## src/rtl/hit_ctl.sv

```systemverilog
// Player-hit and lives controller: qualifies collisions into hits and tracks lives.
// It also runs the post-hit invulnerability window with sprite blinking, and the game-over state.
module hit_ctl #(
  parameter int unsigned LIVES_INIT   = 3,
  parameter int unsigned INVUL_FRAMES = 120,
  parameter int unsigned BLINK_FRAMES = 8
) (
  input  logic       pclk,
  input  logic       rst_n,
  input  logic       collision,
  input  logic       frame_tick,
  input  logic       game_start,
  output logic [2:0] lives,
  output logic       hit,
  output logic       invulnerable,
  output logic       yoshi_visible,
  output logic       game_over
);

  localparam logic [1:0] S_IDLE  = 2'd0;
  localparam logic [1:0] S_PLAY  = 2'd1;
  localparam logic [1:0] S_INVUL = 2'd2;
  localparam logic [1:0] S_OVER  = 2'd3;

  localparam logic [2:0] LIVES_LOAD = 3'(LIVES_INIT);
  localparam logic [7:0] INVUL_LOAD = 8'(INVUL_FRAMES);
  localparam logic [7:0] BLINK_LAST = 8'(BLINK_FRAMES - 1);

  logic [1:0] state_q, state_d;
  logic [2:0] lives_q, lives_d;
  logic       hit_q, hit_d;
  logic       invul_q, invul_d;
  logic       vis_q, vis_d;
  logic       over_q, over_d;
  logic [7:0] frame_cnt_q, frame_cnt_d;
  logic [7:0] blink_cnt_q, blink_cnt_d;
  logic       coll_q;

  always_comb begin
    state_d     = state_q;
    lives_d     = lives_q;
    hit_d       = 1'b0;
    invul_d     = invul_q;
    vis_d       = vis_q;
    over_d      = over_q;
    frame_cnt_d = frame_cnt_q;
    blink_cnt_d = blink_cnt_q;

    // A restart overrides any collision or frame event in the same cycle.
    if (game_start) begin
      state_d     = S_PLAY;
      lives_d     = LIVES_LOAD;
      invul_d     = 1'b0;
      vis_d       = 1'b1;
      over_d      = 1'b0;
      frame_cnt_d = 8'd0;
      blink_cnt_d = 8'd0;
    end else begin
      case (state_q)
        S_IDLE: begin
        end
        S_PLAY: begin
          if (coll_q) begin
            hit_d = 1'b1;
            // Last life goes straight to OVER so lives can never wrap.
            if (lives_q <= 3'd1) begin
              lives_d = 3'd0;
              state_d = S_OVER;
              over_d  = 1'b1;
              vis_d   = 1'b1;
            end else begin
              lives_d     = lives_q - 3'd1;
              state_d     = S_INVUL;
              invul_d     = 1'b1;
              vis_d       = 1'b0;
              frame_cnt_d = INVUL_LOAD;
              blink_cnt_d = 8'd0;
            end
          end
        end
        S_INVUL: begin
          if (frame_tick) begin
            if (frame_cnt_q == 8'd1) begin
              state_d     = S_PLAY;
              invul_d     = 1'b0;
              vis_d       = 1'b1;
              frame_cnt_d = 8'd0;
              blink_cnt_d = 8'd0;
            end else begin
              frame_cnt_d = frame_cnt_q - 8'd1;
              if (blink_cnt_q == BLINK_LAST) begin
                blink_cnt_d = 8'd0;
                vis_d       = ~vis_q;
              end else begin
                blink_cnt_d = blink_cnt_q + 8'd1;
              end
            end
          end
        end
        S_OVER: begin
        end
        default: begin
          state_d = S_IDLE;
        end
      endcase
    end
  end

  always_ff @(posedge pclk or negedge rst_n) begin
    if (!rst_n) begin
      state_q     <= S_IDLE;
      lives_q     <= LIVES_LOAD;
      hit_q       <= 1'b0;
      invul_q     <= 1'b0;
      vis_q       <= 1'b1;
      over_q      <= 1'b0;
      frame_cnt_q <= 8'd0;
      blink_cnt_q <= 8'd0;
      coll_q      <= 1'b0;
    end else begin
      state_q     <= state_d;
      lives_q     <= lives_d;
      hit_q       <= hit_d;
      invul_q     <= invul_d;
      vis_q       <= vis_d;
      over_q      <= over_d;
      frame_cnt_q <= frame_cnt_d;
      blink_cnt_q <= blink_cnt_d;
      coll_q      <= collision;
    end
  end

  assign lives         = lives_q;
  assign hit           = hit_q;
  assign invulnerable  = invul_q;
  assign yoshi_visible = vis_q;
  assign game_over     = over_q;

endmodule

```

## config.mk

```make
export PLATFORM = sky130hd
export DESIGN_NAME = hit_ctl
export DESIGN_NICKNAME = d
export VERILOG_FILES = /design/src/rtl/hit_ctl.sv
export SDC_FILE = /design/constraint.sdc
export NUM_CORES = 1
export LEC_CHECK = 0
export BUFFER_PORTS_ARGS = -buffer_cell sky130_fd_sc_hd__buf_4
export CORE_ASPECT_RATIO = 1.4
export CORE_MARGIN = 2
export CORE_UTILIZATION = 53
export CTS_CLUSTER_SIZE = 28
export DETAILED_ROUTE_END_ITERATION = 8
export GPL_TIMING_DRIVEN = 0
export PLACE_DENSITY_LB_ADDON = 0.1
export SETUP_SLACK_MARGIN = 0.2
export SYNTH_ARGS = -nofsm -noshare
export SYNTH_HDL_FRONTEND = slang
export SYNTH_SLANG_ARGS = --single-unit
```

## constraint.sdc

```tcl
create_clock -name pclk -period 1.8 [get_ports pclk]
set_clock_uncertainty 0.15 [all_clocks]
set_input_delay 0.18 -clock pclk [delete_from_list [all_inputs] [get_ports pclk]]
set_output_delay 0.18 -clock pclk [all_outputs]
set_load 0.005 [all_outputs]
```

Word level (Yosys, flattened, before mapping):

Index checks and enable logic that the tools add are counted.
Widths: inputs -> output; s select.

* flip-flop bits (word level): 26
* logic and storage cells: 76

* mux-type cells: 43
* order comparisons: 1
* add/subtract/negate cells: 3
* equality and inequality tests: 9
* bitwise logic cells: 1
* reduce and logical (&&, ||, !) cells: 10

Operators with widths (count)
* $mux 8: 11
* $pmux 8 s2: 2
* $mux 1: 19
* $mux 3: 4
* $ne 3x3->1 const B: 4
* $reduce_and 4->1: 3
* $add 8x1->8 const B: 1
* $eq 8x1->1 const B: 1
* $eq 8x3->1 const B: 1
* $mux 2: 4
* $sub 8x1->8 const B: 1
* $reduce_bool 2->1: 3
* $reduce_and 5->1: 1
* $ne 4x4->1 const B: 1
* $pmux 1 s2: 2
* $pmux 2 s2: 1
* $le 3x1->1 const B: 1
* $reduce_and 3->1: 1
* $reduce_bool 3->1: 1
* $sub 3x1->3 const B: 1
* $eq 2x1->1 const B: 1
* $eq 2x2->1 const B: 1
* $reduce_and 2->1: 1
* $not 1->1: 1

Depth between registers and ports, before layout:

* depth after elaboration: 6
* depth in mapped cells: 7
* depth with buffers taken out: 6

Worst setup path after synthesis:

Ideal clock, no wire load.

* path kind: register -> register
* start point: register lives_q[0], in the netlist lives[0]
* end point: register blink_cnt_q[2]
* arrival: 1564 ps
* setup slack: 8 ps
* stages on the path, launching flop included: 7
* cell sequence: dfstp_2 -> ha_1 -> o21ba_2 -> o21ai_2 -> buf_2 -> o2bb2ai_1 -> o2bb2ai_1

* word-level cells in the longest chain between the ends: 3

Ends and longest elaborated chain
* start: declaration: RTL line 30 `logic [2:0] lives_q, lives_d;`
* start signal: assignment: RTL line 122 `lives_q <= lives_d;`
* $le 3x1->1: RTL line 66 `if (lives_q <= 3'd1) begin`
* $ne 3x3->1 (no line)
* $reduce_and 4->1 (no line)
* end signal: assignment: RTL line 128 `blink_cnt_q <= blink_cnt_d;`
* end: declaration: RTL line 36 `logic [7:0] blink_cnt_q, blink_cnt_d;`

No other way between the ends.
A chain may end at the register's enable or synchronous reset.

Worst setup path in the final report:

* start point: register lives_q[1], in the netlist lives[1]
* end point: register frame_cnt_q[4]

* word-level cells in the longest chain between the ends: 3

Ends and longest elaborated chain
* $le 3x1->1: RTL line 66
* $ne 3x3->1 (no line)
* $reduce_and 4->1 (no line)
* end signal: assignment: RTL line 127 `frame_cnt_q <= frame_cnt_d;`
* end: declaration: RTL line 35 `logic [7:0] frame_cnt_q, frame_cnt_d;`

No other way between the ends.

==> impl_metrics.yaml <==
run_status:
  outcome: "complete, but fails checks"
  violations: "setup timing"
yosys:
  synth_edf_count: 0
  synth_seq_area_share_pct: 42.90
  synthCells: 154
  avgSynthCellArea_sq_um: 9.904
  synth-compound-area-share_pct: 24.04
  yosysTopAreaCell: "dfrtp_1"
  synth.area.top_cells: "dfrtp_1, dfstp_2, nand3_1, ha_1, a21oi_1"
  synthDistinctLibCells: 51
  synthArstFlopShare_pct: 100.0
  synthSimpleGateAreaFrac_pct: 21.90
  synth_common_cells: "dfrtp_1, nand3_1, inv_1"
  yosys_warnings: 0
  synth_fp_nets: 164
  synth_top_family_by_area: "compound AO/OA/AOI/OAI gates"
  synthXorXnorAreaFrac_pct: 0
  netlist_area_sq_um: 1525
  synth_top_area_share_pct: 37.74
  ys.flop_type: "dfrtp_1"
  synthAdderAreaFrac_pct: 4.102
  ys_seq_elements: 26
  yosysMostFrequentCell: "dfrtp_1"
  synthMuxAreaShare_pct: 2.707
layout:
  drive_gt1_share_pct: 51.28
  diodes: 0
  syn2layout_area_growth_pct: 47.01
  nFillCells: 179
  layout.nets: 206
  fin_cells: 232
  final_core_util_pct: 80.32
clock_network:
  tritoncts: "done"
  clk_path_buf_depth: 2
  tritoncts.num_buffers: 3
  clk_pin_slew_ps: 90
  clock_sinks: 26
  htree_levels: 1
  cts_root_buf: "clkbuf_8"
  clk_latency_ps: 270
grt:
  antenna_found_initial: 0
  grt_usage_pct: 24.26
  grt-ovfl-total: 0
  grt_first_pass_wirelength_um: 6230
  grt_max_degree: 27
  grt_pass1_vias: 1399
detailed_routing:
  drc: 0
  drt-total-wl_um: 4296
  drtIter0Drc: 43
  drtPass1Iterations: 4
  wire_per_inst_um: 18.52
  drtAntennaViolNets: 0
  num_vias: 1430
  drt-vias-per-instance: 6.164
sta:
  fmax_mhz: 549.9
  worst_pin_slew_ps: 491.6
  worst_slack_ps: -18.49
  finalHoldViolations: 0
  max_slew_margin_pct: 67.22
  fin_crit_sh_pct: 101.0
  setup_violations: 1
  maxSlewViolCount: 0
  finalCriticalPeriod_ps: 1818
  rsz0062_at_grt: "yes"
power:
  irDropWorstVdd_uv: 711.1
  p_leak_uw: 0.0009006
  powerDensity_nw_per_um2: 856.2
die:
  start_util_pct: 54.64
  std_cell_rows: 23
  core_sq_um: 2791
  chipHeight_um: 67.48
  die-width_um: 49.34
  die_area_sq_um: 3329
  io_pins: 12
worst_hold_path:
  hold_path.class: "in2reg"
  min_path_cells: 3
  hp-start: "frame_tick"
  min_to: "blink_cnt_q[3]"
critical_path:
  end_kind: "flip-flop"
  r2r_end: "frame_cnt_q[4]"
  r2r-start: "lives[1]"
  start_kind: "flip-flop"
  critPathRequiredTime_ps: 1860
  crit_type: "reg2reg"
  cp_max_fo: 4
  r2r_setup_slack_ps: -20
  crit_arrival_ps: 1880
  rr_worst_depth: 7
job:
  max_cap_viol_count: 0
placement:
  dpl.hpwl_um: 2327
  place_congestion: 0.8186
  place_ws_ps: -54.14
  placed_cells: 202
  portBuffers: 11
registers in the layout, summed over array words and instances, names as in the netlist:
name / cells
lives: 3
game_over: 1
blink_cnt_q: 8
hit: 1
yoshi_visible: 1
frame_cnt_q: 8
invulnerable: 1
state_q: 2
coll_q: 1
cell usage in the layout (no fill, tap or decap), types with 2 or more instances in the layout:
cell	Yosys	layout
nand4_1	2	2
o31ai_4	0	2
a2bb2oi_2	0	2
a21oi_4	1	2
o21ai_4	0	2
o21ai_1	0	3
clkbuf_8	0	4
dlygate4sd3_1	0	2
nor2_1	9	7
nand3_2	2	6
o2bb2a_4	0	2
o211ai_1	3	3
nand3b_1	2	2
or3_1	4	3
inv_2	0	2
o2bb2ai_1	5	3
dfrtp_2	0	2
a21oi_2	1	3
a22oi_2	1	2
nand3_1	14	9
inv_1	11	9
mux2i_1	3	3
nor2_4	0	2
buf_4	0	25
dfstp_2	3	3
or2_2	2	2
nand2b_1	2	2
ha_4	0	4
o2bb2ai_2	0	2
buf_12	0	2
buf_6	1	8
o21ai_2	1	3
nand2_1	10	9
a21oi_1	9	6
dfrtp_1	23	21
how the worst max path moves through the flow:
stage | cells after the start | to | slack [ps] | startpoint
after floorplan | 7 | blink_cnt_q[2] | 90 | lives[1]
after global placement | 6 | blink_cnt_q[4] | -30 | lives[0]
after detailed placement | 6 | blink_cnt_q[4] | -50 | lives[0]
after CTS | 7 | frame_cnt_q[5] | 10 | frame_cnt_q[0]
after global routing | 7 | frame_cnt_q[4] | -70 | lives[1]
final | 7 | frame_cnt_q[4] | -20 | lives[1]
what timing repair did:
action	4_1_cts	5_1_grt
buffers inserted	13	8
endpoints found under the hold margin	27	0
cloned	3	0
gates resized for setup	26	27
hold buffers	2	0
setup endpoints to repair	22	24
pin swaps	17	10
layer usage:
layer / track usage [%] / routed length, um / up-vias
met1: 28.77 / 1782 / 730
met3: 3.097 / 148 / 6
li1: - / - / 658
met4: 7.857 / 36 / 0
met2: 45.27 / 2329 / 36
met5: 0 / 0 / -
through the flow:
| step | area [sq um] | total power, uW | hold slack [ps] | setup TNS, ps |
|---|---|---|---|---|
| after global routing | 2242 | 2012 | 112.1 | -418.6 |
| after CTS | 2004 | 1720 | 109.3 | 0 |
| after global placement | 1708 | 1216 | -47.13 | -56.76 |
| final | 2242 | 1920 | 109.6 | -18.49 |
| after floorplan | 1579 | 1088 | -265.6 | 0 |
| after detailed placement | 1708 | 1230 | -40.25 | -278.6 |
area by class of cell:
| type | count | area [sq um] | share of cell area (%) |
|---|---|---|---|
| sequential | 26 | 656.9 | 29.30 |
| multi-input combinational | 114 | 1081 | 48.21 |
| buffer | 4 | 35.03 | 1.563 |
| timing repair buffer | 36 | 326.6 | 14.56 |
| inverter | 11 | 41.29 | 1.842 |
| tap | 37 | 46.29 | 2.065 |
| clock buffer | 4 | 55.05 | 2.455 |
cells by family (layout without fill, tap and decap cells):
logic type | Yosys count | count (layout)
multiplexers | 4 | 4
adder cells (fa/ha/maj) | 5 | 5
flip-flops | 26 | 26
AND/OR/NAND/NOR | 57 | 57
buffers and inverters | 15 | 55
AO/OA/AOI/OAI | 47 | 48
critical path, cell delays in order, from the launching register on:
cell and delay, ps:
dfstp_2 550, inv_2 60, ha_4 140, o21ba_4 270, buf_12 120, o21ai_4 60
mux2_2 290, a21oi_2 110
report_power, final:
part / internal, uW / total [uW] / switching [uW] / leakage (uW)
registers: 661 / 745 / 84.0 / 0.000335
logic: 395 / 793 / 398 / 0.000537
clock network: 196 / 382 / 186 / 0.0000288
Note: power is estimated with default switching activity, not from simulation.
